**config.mk**
```make
export PLATFORM = sky130hd
export DESIGN_NAME = axis_frame_tagger
export DESIGN_NICKNAME = d
export VERILOG_FILES = /design/src/rtl/axis_frame_tagger.sv
export SDC_FILE = /design/constraint.sdc
export NUM_CORES = 1
export LEC_CHECK = 0
export ABC_CLOCK_PERIOD_IN_PS = 4600
export BUFFER_PORTS_ARGS = -buffer_cell sky130_fd_sc_hd__buf_4
export CORE_MARGIN = 2
export CORE_UTILIZATION = 55
export DETAILED_ROUTE_END_ITERATION = 6
export PLACE_DENSITY = 0.81
export SETUP_SLACK_MARGIN = 0.02
export SLEW_MARGIN = 20
export SYNTH_ARGS = -nofsm -noshare
export SYNTH_HDL_FRONTEND = slang
export SYNTH_SLANG_ARGS = --single-unit
```
**constraint.sdc**
```tcl
create_clock -name clk -period 4.6 [get_ports clk]
set_input_delay 0.92 -clock clk [delete_from_list [all_inputs] [get_ports clk]]
set_output_delay 0.92 -clock clk [all_outputs]
set_load 0.01 [all_outputs]
```
**src/rtl/axis_frame_tagger.sv**
```systemverilog
// AXI-Stream frame tagger: counts samples through a cols/rows/bands/slices
// geometry and tags each beat with end-of-row/band/slice/image flags.
// Geometry is latched on the first beat of every image; a single output
// register stage gives full throughput with one cycle of latency.
module axis_frame_tagger #(
  parameter int DATA_WIDTH          = 16,
  parameter int DIM_WIDTH           = 8,
  parameter int CHECK_UPSTREAM_LAST = 1
) (
  input  logic                  clk,
  input  logic                  rst,
  input  logic [DIM_WIDTH-1:0]  cfg_cols_m1,
  input  logic [DIM_WIDTH-1:0]  cfg_rows_m1,
  input  logic [DIM_WIDTH-1:0]  cfg_bands_m1,
  input  logic [DIM_WIDTH-1:0]  cfg_slices_m1,
  input  logic                  x_valid,
  output logic                  x_ready,
  input  logic [DATA_WIDTH-1:0] x_data,
  input  logic                  x_last,
  output logic                  y_valid,
  input  logic                  y_ready,
  output logic [DATA_WIDTH-1:0] y_data,
  output logic                  y_last_r,
  output logic                  y_last_b,
  output logic                  y_last_s,
  output logic                  y_last_i,
  output logic                  y_err,
  output logic                  err_sticky,
  output logic                  busy
);

  typedef enum logic {IDLE, RUN} state_t;

  state_t                  state_q, state_d;
  logic [DIM_WIDTH-1:0]    cols_q, rows_q, bands_q, slices_q;
  logic [DIM_WIDTH-1:0]    cols_d, rows_d, bands_d, slices_d;
  logic [DIM_WIDTH-1:0]    col_q, row_q, band_q, slice_q;
  logic [DIM_WIDTH-1:0]    col_d, row_d, band_d, slice_d;
  logic                    y_valid_q, y_valid_d;
  logic [DATA_WIDTH-1:0]   y_data_q, y_data_d;
  logic                    y_last_r_q, y_last_b_q, y_last_s_q, y_last_i_q;
  logic                    y_last_r_d, y_last_b_d, y_last_s_d, y_last_i_d;
  logic                    y_err_q, y_err_d;
  logic                    err_sticky_q, err_sticky_d;

  logic                    accept;
  logic [DIM_WIDTH-1:0]    eff_cols, eff_rows, eff_bands, eff_slices;
  logic                    last_r, last_b, last_s, last_i, err_now;

  // In IDLE the beat being accepted is tagged with the live cfg inputs,
  // since those are exactly the values being latched on this edge.
  assign eff_cols   = (state_q == IDLE) ? cfg_cols_m1   : cols_q;
  assign eff_rows   = (state_q == IDLE) ? cfg_rows_m1   : rows_q;
  assign eff_bands  = (state_q == IDLE) ? cfg_bands_m1  : bands_q;
  assign eff_slices = (state_q == IDLE) ? cfg_slices_m1 : slices_q;

  assign last_r  = (col_q == eff_cols);
  assign last_b  = last_r && (row_q == eff_rows);
  assign last_s  = last_b && (band_q == eff_bands);
  assign last_i  = last_s && (slice_q == eff_slices);
  assign err_now = (CHECK_UPSTREAM_LAST != 0) ? (x_last ^ last_i) : 1'b0;

  // Ready is forced high during reset so upstream never sees a stalled port.
  assign x_ready = rst || !y_valid_q || y_ready;
  assign accept  = x_valid && x_ready;

  assign y_valid    = y_valid_q;
  assign y_data     = y_data_q;
  assign y_last_r   = y_last_r_q;
  assign y_last_b   = y_last_b_q;
  assign y_last_s   = y_last_s_q;
  assign y_last_i   = y_last_i_q;
  assign y_err      = y_err_q;
  assign err_sticky = err_sticky_q;
  assign busy       = (state_q == RUN);

  // Next-state: FSM, cfg latch, geometry counters and output register.
  always_comb begin
    state_d      = state_q;
    cols_d       = cols_q;
    rows_d       = rows_q;
    bands_d      = bands_q;
    slices_d     = slices_q;
    col_d        = col_q;
    row_d        = row_q;
    band_d       = band_q;
    slice_d      = slice_q;
    y_valid_d    = y_valid_q;
    y_data_d     = y_data_q;
    y_last_r_d   = y_last_r_q;
    y_last_b_d   = y_last_b_q;
    y_last_s_d   = y_last_s_q;
    y_last_i_d   = y_last_i_q;
    y_err_d      = y_err_q;
    err_sticky_d = err_sticky_q;

    if (y_ready) begin
      y_valid_d = 1'b0;
    end

    if (accept) begin
      y_valid_d    = 1'b1;
      y_data_d     = x_data;
      y_last_r_d   = last_r;
      y_last_b_d   = last_b;
      y_last_s_d   = last_s;
      y_last_i_d   = last_i;
      y_err_d      = err_now;
      err_sticky_d = err_sticky_q | err_now;

      if (state_q == IDLE) begin
        cols_d   = cfg_cols_m1;
        rows_d   = cfg_rows_m1;
        bands_d  = cfg_bands_m1;
        slices_d = cfg_slices_m1;
      end

      if (last_i) begin
        col_d   = '0;
        row_d   = '0;
        band_d  = '0;
        slice_d = '0;
        state_d = IDLE;
      end else begin
        state_d = RUN;
        if (!last_r) begin
          col_d = col_q + 1'b1;
        end else begin
          col_d = '0;
          if (!last_b) begin
            row_d = row_q + 1'b1;
          end else begin
            row_d = '0;
            if (!last_s) begin
              band_d = band_q + 1'b1;
            end else begin
              band_d  = '0;
              slice_d = slice_q + 1'b1;
            end
          end
        end
      end
    end
  end

  // State register with synchronous reset; reset drops any held beat.
  always_ff @(posedge clk) begin
    if (rst) begin
      state_q      <= IDLE;
      cols_q       <= '0;
      rows_q       <= '0;
      bands_q      <= '0;
      slices_q     <= '0;
      col_q        <= '0;
      row_q        <= '0;
      band_q       <= '0;
      slice_q      <= '0;
      y_valid_q    <= 1'b0;
      y_data_q     <= '0;
      y_last_r_q   <= 1'b0;
      y_last_b_q   <= 1'b0;
      y_last_s_q   <= 1'b0;
      y_last_i_q   <= 1'b0;
      y_err_q      <= 1'b0;
      err_sticky_q <= 1'b0;
    end else begin
      state_q      <= state_d;
      cols_q       <= cols_d;
      rows_q       <= rows_d;
      bands_q      <= bands_d;
      slices_q     <= slices_d;
      col_q        <= col_d;
      row_q        <= row_d;
      band_q       <= band_d;
      slice_q      <= slice_d;
      y_valid_q    <= y_valid_d;
      y_data_q     <= y_data_d;
      y_last_r_q   <= y_last_r_d;
      y_last_b_q   <= y_last_b_d;
      y_last_s_q   <= y_last_s_d;
      y_last_i_q   <= y_last_i_d;
      y_err_q      <= y_err_d;
      err_sticky_q <= err_sticky_d;
    end
  end

endmodule

```
==> results of run 1 <==
-- sequential cells by signal, summed over array words and instances, names as in the netlist --
| register | flops |
|---|---|
| y_last_s | 1 |
| err_sticky | 1 |
| y_err | 1 |
| rows_q | 8 |
| slice_q | 8 |
| y_valid | 1 |
| band_q | 8 |
| slices_q | 8 |
| busy | 1 |
| row_q | 8 |
| y_last_i | 1 |
| y_last_b | 1 |
| y_last_r | 1 |
| bands_q | 8 |
| cols_q | 8 |
| col_q | 8 |
| y_data | 16 |
-- layout make-up --
type,count,area share
Multi-Input combinational cell,387,0.4668
Sequential cell,88,0.3418
Timing Repair Buffer,85,0.1237
Clock buffer,10,0.02475
Tap cell,102,0.02475
Clock inverter,6,0.01164
Inverter,9,0.006550
-- worst paths after layout --
| path | from | slack (ps) | depth (start not counted) | to |
|---|---|---|---|---|
| setup / recovery | busy | 1160 | 7 | busy |
| hold / removal | slices_q[1] | 460 | 2 | slices_q[1] |
| hold reg to reg | slices_q[1] | 460 | 2 | slices_q[1] |
| setup reg to reg | busy | 1160 | 7 | busy |
-- synthesized netlist by cell type (2+ instances only) --
master	count	area, sq um
a211oi_1	5	37.54
a21oi_1	82	410.4
a2bb2oi_1	2	17.52
and3_1	10	62.56
and4_1	2	17.52
buf_1	3	11.26
buf_2	5	25.02
buf_6	4	45.04
clkbuf_1	25	93.84
dfxtp_1	88	1762
ha_1	4	50.05
inv_1	9	33.78
mux2i_1	32	320.3
nand2_1	101	379.1
nand3_1	15	75.07
nand4_1	5	31.28
nand4b_1	5	43.79
nor2_1	17	63.81
nor3_1	2	10.01
nor4_1	2	12.51
nor4_2	6	75.07
nor4_4	2	42.54
o21ai_0	7	35.03
o21ai_1	9	45.04
o311a_1	2	20.02
o31a_1	2	17.52
o31ai_1	13	97.59
or3_1	3	18.77
or4_1	11	82.58
or4b_1	5	50.05
xnor2_1	32	280.3
xor2_1	3	26.28
-- critical path, stage by stage, from the launching register on --
cell and delay (ps):
dfxtp_2 800, buf_4 400, mux2i_1 250, xnor2_1 110
nor4_2 430, nand4_2 510, or4_1 680, o211a_1 150
-- power groups by stage --
stage | Clock [W] | Combinational, W | Sequential (W)
finish | 0.000524 | 0.000236 | 0.000815
CTS | 0.000534 | 0.000237 | 0.000815
floorplan | 0 | 0.000153 | 0.000827
detailed placement | 0 | 0.000236 | 0.000833
global placement | 0 | 0.000230 | 0.000831
global route | 0.000558 | 0.000260 | 0.000819
-- logic make-up (layout without fill, tap and decap cells) --
group | count (synthesis) | after routing
DFF | 88 | 88
muxes | 32 | 32
xor gates and xnor gates | 35 | 35
buffers and inverters | 46 | 110
and+or+nand+nor | 190 | 190
AOI/OAI and AO/OA | 126 | 126
adders and majority gates | 4 | 4
-- per-layer routing --
layer,up-vias,track usage,part of all wire
met5,-,0,0
met4,0,0.1029,0.022
met3,21,0.03465,0.058
met1,1816,0.3169,0.43
met2,143,0.4209,0.49
li1,1965,-,-
-- per-stage QoR --
stage	cell area [sq um]	hold slack (ps)
2_1_floorplan	4364	436.0
3_3_place_gp	4970	440.6
3_5_place_dp	4970	447.3
4_1_cts	5157	459.7
5_1_grt	5157	473.6
6_report	5157	458.7
==> summary.md, run 1 <==
| Metric | Value |
|---|---|
| Xor-xnor portion of the synthesized cell area | 0.07024 |
| Internal power | 0.001149 W |
| DRT antenna net count | 0 |
| EDFF count, synth | 0 |
| Die Area | 8663 sq um |
| Clock root cell | clkbuf_8 |
| Psw | 0.0004264 W |
| Row count | 32 |
| Io pins | 78 |
| RSZ-0062 raised after global routing | no |
| Status | complete, but fails checks |
| Routed WL | 10.31 mm |
| Adder-cell share of the synthesized area | 0.01147 |
| Total grt overflow | 0 |
| CTS HTree Levels | 3 |
| Final Max Tran Viols | 0 |
| GRT Overall Usage | 0.2479 |
| Commonest non-fill, non-tap cells in the layout | nand2_1 (101), dfxtp_1 (87), buf_4 (85) |
| DR DRC count | 1 |
| DIE WIDTH | 93.08 um |
| Synth Cell Area | 4364 sq um |
| Commonest register cell after synthesis | dfxtp_1 |
| Starting density of the core | 0.5677 |
| Failing checks | design-rule violations |
| HPWL after DPL | 6.876 mm |
| Insertion delay to the later sink of the worst-skew pair | roughly 360 ps |
| Vias in the first global route | 3797 |
| Layout cells sized above 1 | 0.1915 |
| CTS Buffer Depth | 2 |
| Post-synthesis mux area share | 0.07339 |
| Power Density | 305.5 nW/um^2 |
| Via count | 3945 |
| Final hold vios | 0 |
| Syn Inst Count | roughly 520 |
| Ys Warns | 0 |
| Sink Count | a little under 90 |
| Crit path DAT | 3700 ps |
| Postcts setup bufs | 0 |
| Syn nets | 578 |
| Final Core Density | 0.6709 |
| Worst Setup End Kind | flip-flop |
| Final Setup Violations | 0 |
| Max Cap Viol | 0 |
| Asr flop ratio synth | 0 |
| Gp weighted congestion | 0.8614 |
| Clock share of power | 0.333 |
| Design Power | 0.001575 W |
| Chip Height | 93.08 um |
| DR pass1 iterations | 7 |
| Fmax | 0.2910 GHz |
| Setup CP Type | reg -> reg |
| CP required | 4860 ps |
| Min Clock Period, post-route | 3436 ps |
| Core area | approximately 7700 sq um |
| FF+latch count, synth | between 80 and 90 |
| CTS tree | built |
| VDD IR max | 0.0001613 V |
| Logic pwr share | 0.150 |
| Worst Max-Slew Pin Slew | 770.3 ps |
| Multi-input combinational cell area | 2407 sq um |
| Post-Route Setup TNS | 0 ps |
| Largest family of logic cells by synthesized area | simple AND/OR/NAND/NOR gates |
| Unique masters post-synth | 40 |
| Drt initial violations | 194 |
| Number of diodes | 0 |
| DR vias/cell | about 5.7 |
| Worst Skew | 13.85 ps |
| I/O Buffers | 77 |
| Worst setup SP type | flip-flop |
| Syn_area_per_cell | 8.377 sq um |
| Seq pwr share | 0.517 |
| CTS Buf Count | 9 |
| Fin cells | 687 |
| Min setup slack post-route | 1164 ps |
| Cts hold-fix bufs | 0 |
| Max-slew headroom | 0.4865 |
| Avg WL per Cell | around 15 um |
| Number of fill cells in the layout | 645 |
| CP Max Fanout | 23 |
| Pin count of the biggest net entering global routing | 75 |
| Area grow syn2layout | 18.18% |
| Commonest non-fill, non-tap cell in the layout | nand2_1 |
| CTS resizes | 0 |
| Simple-gate share of the synthesized area | 0.2291 |
| P_leak | 1.944 nW |
| Pre-CTS WS | 1067 ps |
| Register area | around 1800 sq um |
| Post-synthesis compound-gate area fraction | 0.1643 |
| Nets | approximately 640 |
| Reg clk slew, reported paths | 90 ps |
| Final period utilization | 0.7470 |
| Sw frac | 0.2706 |
| Cells after DPL | approximately 670 |
| Initial antenna violation count | 0 |
| Sequential share of the synthesized area | 0.4037 |
| Global-route wire length before repair | between 15 and 20 mm |
| Worst hold path type | reg -> reg |
(Power assumes the default switching activity.)
==> run 2: changes to the inputs <==
ABC_CLOCK_PERIOD_IN_PS = 2800   (was 4600)
CORE_UTILIZATION = 50   (was 55)
PLACE_DENSITY = 0.78   (was 0.81)
clock period = 2.8 ns   (was 4.6 ns; I/O delays follow)
==> summary.md, run 2 (same netlist as run 1, synthesis figures left out) <==
| Metric | Value |
|---|---|
| Commonest non-fill, non-tap cells in the layout | nand2_1 (100), buf_4 (91), dfxtp_1 (87) |
| Number of diodes | 0 (unchanged) |
| Pin count of the biggest net entering global routing | 52 (-31%) |
| Die Area | 9492 sq um (+9.6%) |
| Worst Skew | 12.22 ps (-1.629 ps) |
| Crit path DAT | 2870 ps (-830 ps) |
| CP max stage cell | or4_1 |
| Max Cap Viol | 0 (unchanged) |
| I/O Buffers | 77 (unchanged) |
| Final Max Tran Viols | 0 (unchanged) |
| DRT antenna net count | 0 (unchanged) |
| Core area | 8593 sq um (+12%) |
| HPWL after DPL | 6.691 mm (-2.7%) |
| DIE WIDTH | 97.43 um (+4.7%) |
| DR DRC count | 0 (-1) |
| Worst hold path type | in -> reg |
| CTS Buffer Depth | 2 (unchanged) |
| Global-route wire length before repair | 16.75 mm (-3.3%) |
| Layout cells sized above 1 | 0.2027 (+0.01125) |
| Worst setup SP type | flip-flop |
| Commonest non-fill, non-tap cell in the layout | nand2_1 |
| RSZ-0062 raised after global routing | no |
| P_leak | 1.959 nW (+0.75%) |
| Starting density of the core | 0.5079 (-0.05985) |
| Top Layer Used | met4 |
| Final Setup Violations | 0 (unchanged) |
| CP Max Fanout | 26 (+13%) |
| Routed wl met3 | 404 um (-32%) |
| Area grow syn2layout | 19.70% |
| Clock root cell | clkbuf_8 |
| Gp weighted congestion | 0.8304 (-3.6%) |
| DR pass1 iterations | 4 (-3) |
| Vias in the first global route | 3699 (-2.6%) |
| Drt initial violations | 138 (-29%) |
| R2R setup slack | 180 ps (-980 ps) |
| Power Density | 483.3 nW/um^2 (+58%) |
| Cts hold-fix bufs | 0 (unchanged) |
| Insertion delay to the later sink of the worst-skew pair | 360 ps (about the same) |
| Nets | 644 (+1.1%) |
| Routed metal-1 wirelength | 4.554 mm (+3.0%) |
| DR vias/cell | 5.590 (-2.7%) |
| Initial antenna violation count | 0 (unchanged) |
| Worst Setup End Kind | flip-flop |
| Final period utilization | 0.9358 (+0.1889) |
| Reg2Reg Depth | 7 (unchanged) |
| Routed WL | 9.923 mm (-3.7%) |
| Chip Height | 97.43 um (+4.7%) |
| Max-slew headroom | 0.5545 (+0.06805) |
| GRT Overall Usage | 0.2090 (-0.03891) |
| Final hold vios | 0 (unchanged) |
| CTS tree | built |
| Post-Route Setup TNS | 0 ps (unchanged) |
| Reg-to-reg startpoint | busy |
| DR WL met2 | 4.809 mm (-5.1%) |
| CP required | 3050 ps (-1810 ps) |
| Hold_ws | 436.1 ps (-22.62 ps) |
| Row count | 34 (+6.3%) |
| Worst-path cell chain | buf_12 -> mux2i_1 -> xnor2_1 -> nor4_2 -> nand4_2 -> or4_1 -> o211a_1 |
| CP max stage delay | 610 ps (-190 ps) |
| Largest register FFs | 16 (unchanged) |
| Postcts setup bufs | 0 (unchanged) |
| Sink Count | 88 (unchanged) |
| VDD IR max | 0.0003069 V (+90%) |
| Fmax | 0.3816 GHz (+31%) |
| Reg clk slew, reported paths | 90 ps (about the same) |
| Min Clock Period, post-route | 2620 ps (-815.6 ps) |
| Critical path launch point | busy |
| CTS Buf Count | 9 (unchanged) |
| R2r endpoint | busy |
| Worst Max-Slew Pin Slew | 666.6 ps (-103.7 ps) |
| Setup CP Type | reg -> reg |
| CTS HTree Levels | 3 (unchanged) |
| Io pins | 78 (unchanged) |
| Total grt overflow | 0 (unchanged) |
| Critical Path Sink | busy |
| Avg WL per Cell | 14.18 um (-5.5%) |
| Status | finished, final reports clean |
| Via count | 3913 (-0.81%) |
run 2: cell count changes in the layout (fill, tap and decap cells not counted), sizes merged:
cell / delta
buf: +7
bufinv: -1
clkinv: -2
clkinvlp: +3
run 2: final cells by class:
cell class	count	area, sq um
clock buffers	10	127.6
inverters	9	33.78
multi-input cells	387	2415
clock inverters	6	46.29
flip-flops and latches	88	1763
fillers	760	3369
repair buffers	92	703.2
well taps	108	135.1
run 2: how the worst min path moves through the flow:
stage / start / to / slack [ps] / cells past startpoint
after floorplan: bands_q[0] / bands_q[0] / 440 / 2
after global placement: cols_q[7] / cols_q[7] / 440 / 2
after detailed placement: y_data[12] / y_data[12] / 450 / 2
after global routing: cfg_rows_m1[5] / rows_q[5] / 440 / 3
after CTS: x_data[11] / y_data[11] / 430 / 3
final: x_data[11] / y_data[11] / 440 / 3
run 2: per-layer routing:
layer	track usage	vias to the layer above
met5	0	-
met4	0.08333	0
met3	0.02878	16
met2	0.3432	99
met1	0.2786	1820
li1	-	1978
run 2: timing repair:
item	CTS	global route
hold endpoints to repair	0	0
endpoints found under the setup margin	0	3
gates resized for setup	0	1
run 2: where the power goes:
group | leakage, nW | internal (W) | switching [W] | total [W]
combinational | 1.17 | 0.000187 | 0.000220 | 0.000407
clock | 0.0707 | 0.000324 | 0.000466 | 0.000789
sequential | 0.718 | 0.00130 | 0.0000281 | 0.00133
total | 1.96 | 0.00181 | 0.000714 | 0.00252
run 2: per-stage QoR:
step	power, W	cell area [sq um]	util	instances	setup slack (ps)
2_1_floorplan	0.001611	4364	-	521	431.0
3_3_place_gp	0.001750	5042	0.5868	684	228.6
3_5_place_dp	0.001765	5047	0.5874	684	167.9
4_1_cts	0.002548	5221	0.6076	700	162.9
5_1_grt	0.002645	5224	0.6079	700	35.37
6_report	0.002525	5224	0.6079	700	179.6
run 2: worst max-delay path: cells and delay by family, from the launching register on:
family | cells | cell delay [ps]
xor+xnor | 1 | 110
mux | 1 | 260
simple gates | 3 | 1380
compound gates | 1 | 150
buf+inv | 1 | 230
flops | 1 | 370
==> run 3: changes to the inputs <==
BUFFER_PORTS_ARGS = -buffer_cell sky130_fd_sc_hd__buf_2   (was -buffer_cell sky130_fd_sc_hd__buf_4)
==> summary.md, run 3 (same netlist as run 1, synthesis figures left out) <==
| Metric | Value |
|---|---|
| Core area | 8593 sq um (unchanged) |
| Chip Height | 97.43 um (unchanged) |
| DRT antenna net count | 0 (unchanged) |
| Max Cap Viol | 0 (unchanged) |
| Min Clock Period, post-route | 2533 ps (-87.44 ps) |
| DR pass1 iterations | 5 (+1) |
| VDD IR max | 0.0002816 V (-8.2%) |
| Psw | 0.0007140 W (about the same) |
| CTS Buffer Depth | 2 (unchanged) |
| Vias in the first global route | 3836 (+3.7%) |
| Initial antenna violation count | 0 (unchanged) |
| RSZ-0062 raised after global routing | no |
| Die Area | 9492 sq um (unchanged) |
| Worst hold path depth | 3 (unchanged) |
| R2r endpoint | busy |
| Final hold vios | 0 (unchanged) |
| R2R setup slack | 270 ps (+90 ps) |
| Status | finished, final reports clean |
| DIE WIDTH | 97.43 um (unchanged) |
| CTS Buf Count | 9 (unchanged) |
| Fmax | 0.3948 GHz (+3.5%) |
| Worst Max-Slew Pin Slew | 694.4 ps (+27.76 ps) |
| Starting density of the core | 0.5079 (unchanged) |
| Total grt overflow | 0 (unchanged) |
| Worst Skew | 12.44 ps (+0.2242 ps) |
| Commonest non-fill, non-tap cells in the layout | nand2_1 (100), dfxtp_1 (87), a21oi_1 (81) |
| Global-route wire length before repair | 17.22 mm (+2.8%) |
| DR vias/cell | 5.643 (+0.96%) |
| Io pins | 78 (unchanged) |
| Row count | 34 (unchanged) |
| Final period utilization | 0.9046 (-0.03123) |
| Power Density | 498.0 nW/um^2 (+3.0%) |
| Largest register FFs | 16 (unchanged) |
| Worst hold path type | in -> reg |
| Routed WL | 10.25 mm (+3.3%) |
| Area grow syn2layout | 16.17% |
| Number of diodes | 0 (unchanged) |
| Gp weighted congestion | 0.8658 (+4.3%) |
| P_leak | 1.946 nW (-0.64%) |
| CP dominant cell by count | buf_4 |
| Number of fill cells in the layout | 786 (+3.4%) |
| GRT Overall Usage | 0.2170 (+0.007935) |
| Avg WL per Cell | 14.56 um (+2.7%) |
| DR DRC count | 0 (unchanged) |
| CP max stage delay | 510 ps (-100 ps) |
| Sw frac | 0.2828 (about the same) |
| Design Power | 0.002525 W (about the same) |
| Crit path DAT | 2790 ps (-80 ps) |
| Reg clk slew, reported paths | 100 ps (about the same) |
| Reg-to-reg startpoint | busy |
| Via count | 3973 (+1.5%) |
| CP max stage cell | or4_1 |
| Max-slew headroom | 0.5360 (-0.01855) |
| Pin count of the biggest net entering global routing | 46 (-12%) |
| Internal power | 0.001811 W (unchanged) |
| Worst-path cell chain | buf_4 -> mux2i_1 -> xnor2_1 -> nor4_4 -> nand4_2 -> buf_4 -> or4_1 -> o211a_1 |
| Fin cells | 704 (+0.57%) |
| Sink Count | 88 (unchanged) |
| Clock share of power | 0.324 (+0.011) |
| Critical Path Sink | busy |
| Reg2Reg Depth | 8 (+1) |
| Critical path launch point | busy |
| Insertion delay to the later sink of the worst-skew pair | 370 ps (about the same) |
| Post-Route Setup TNS | 0 ps (unchanged) |
| Worst Setup End Kind | flip-flop |
| Cells after DPL | 688 (+0.58%) |
| HPWL after DPL | 7.156 mm (+7.0%) |
| Seq pwr share | 0.528 (+0.002) |
| Logic pwr share | 0.148 (-0.013) |
| Layout cells sized above 1 | 0.2097 (+0.007029) |
| Postcts setup bufs | 0 (unchanged) |
| CTS tree | built |
| CP required | 3060 ps (about the same) |
| CP Max Fanout | 23 (-12%) |
| Clock root cell | clkbuf_8 |
| I/O Buffers | 77 (unchanged) |
| CTS HTree Levels | 3 (unchanged) |
| Final Setup Violations | 0 (unchanged) |
| Nets | 648 (+0.62%) |
| Worst setup SP type | flip-flop |
| Final Max Tran Viols | 0 (unchanged) |
| Commonest non-fill, non-tap cell in the layout | nand2_1 |
| Setup CP Type | reg -> reg |
| Drt initial violations | 176 (+28%) |
[run 3: cell count changes in the layout (fill, tap and decap cells not counted), sizes merged]
cell,delta
inv,+2
clkinv,+1
buf,+4
clkinvlp,-3
[run 3: timing repair]
item / 4_1_cts / 5_1_grt
hold buffers: 0 / 0
resized for setup: 0 / 2
endpoints found under the hold margin: 0 / 0
endpoints found under the setup margin: 0 / 22
[run 3: final cells by class]
| class | instances | area [sq um] | area share |
|---|---|---|---|
| multi-input combinational | 387 | 2415 | 0.4763 |
| sequential | 88 | 1765 | 0.3482 |
| timing repair buffer | 96 | 540.5 | 0.1066 |
| clock buffer | 10 | 137.6 | 0.02715 |
| tap | 108 | 135.1 | 0.02665 |
| clock inverter | 6 | 42.54 | 0.008391 |
| inverter | 9 | 33.78 | 0.006663 |
[run 3: worst max-delay path: cells and delay by family, from the launching register on]
family,cells,cell delay (ps)
AOI/OAI and AO/OA,1,140
xor gates and xnor gates,1,120
buffers and inverters,2,440
DFF,1,500
muxes,1,240
and+or+nand+nor,3,980
[run 3: how the worst min path moves through the flow]
stage          startpoint          to  slack, ps
6_report       x_data[12]  y_data[12]        420
5_1_grt         x_data[4]   y_data[4]        430
4_1_cts         x_data[0]   y_data[0]        420
3_5_place_dp    y_data[5]   y_data[5]        440
3_3_place_gp    y_data[2]   y_data[2]        440
2_1_floorplan  bands_q[0]  bands_q[0]        440
[run 3: layer usage]
metal / GRT usage / share of wire / vias to the layer above
li1: - / - / 1985
met2: 0.3809 / 0.50 / 99
met1: 0.2633 / 0.44 / 1876
met4: 0.07692 / 0.016 / 0
met5: 0 / 0 / -
met3: 0.04388 / 0.050 / 13
[run 3: power by group through the flow]
stage	clock, W	sequential, W	combinational, W
after floorplan	0	0.00136	0.000252
after global placement	0	0.00136	0.000363
after detailed placement	0	0.00136	0.000376
after CTS	0.000837	0.00133	0.000378
after global routing	0.000882	0.00134	0.000416
final	0.000817	0.00133	0.000375
[run 3: metrics by stage]
stage	util	worst slack (ps)	hold slack (ps)	cell area, sq um
2_1_floorplan	-	431.0	436.0	4364
3_3_place_gp	0.5679	215.9	439.6	4880
3_5_place_dp	0.5684	123.0	443.0	4885
4_1_cts	0.5894	103.5	417.5	5065
5_1_grt	0.5900	53.15	430.3	5070
6_report	0.5900	267.1	420.4	5070
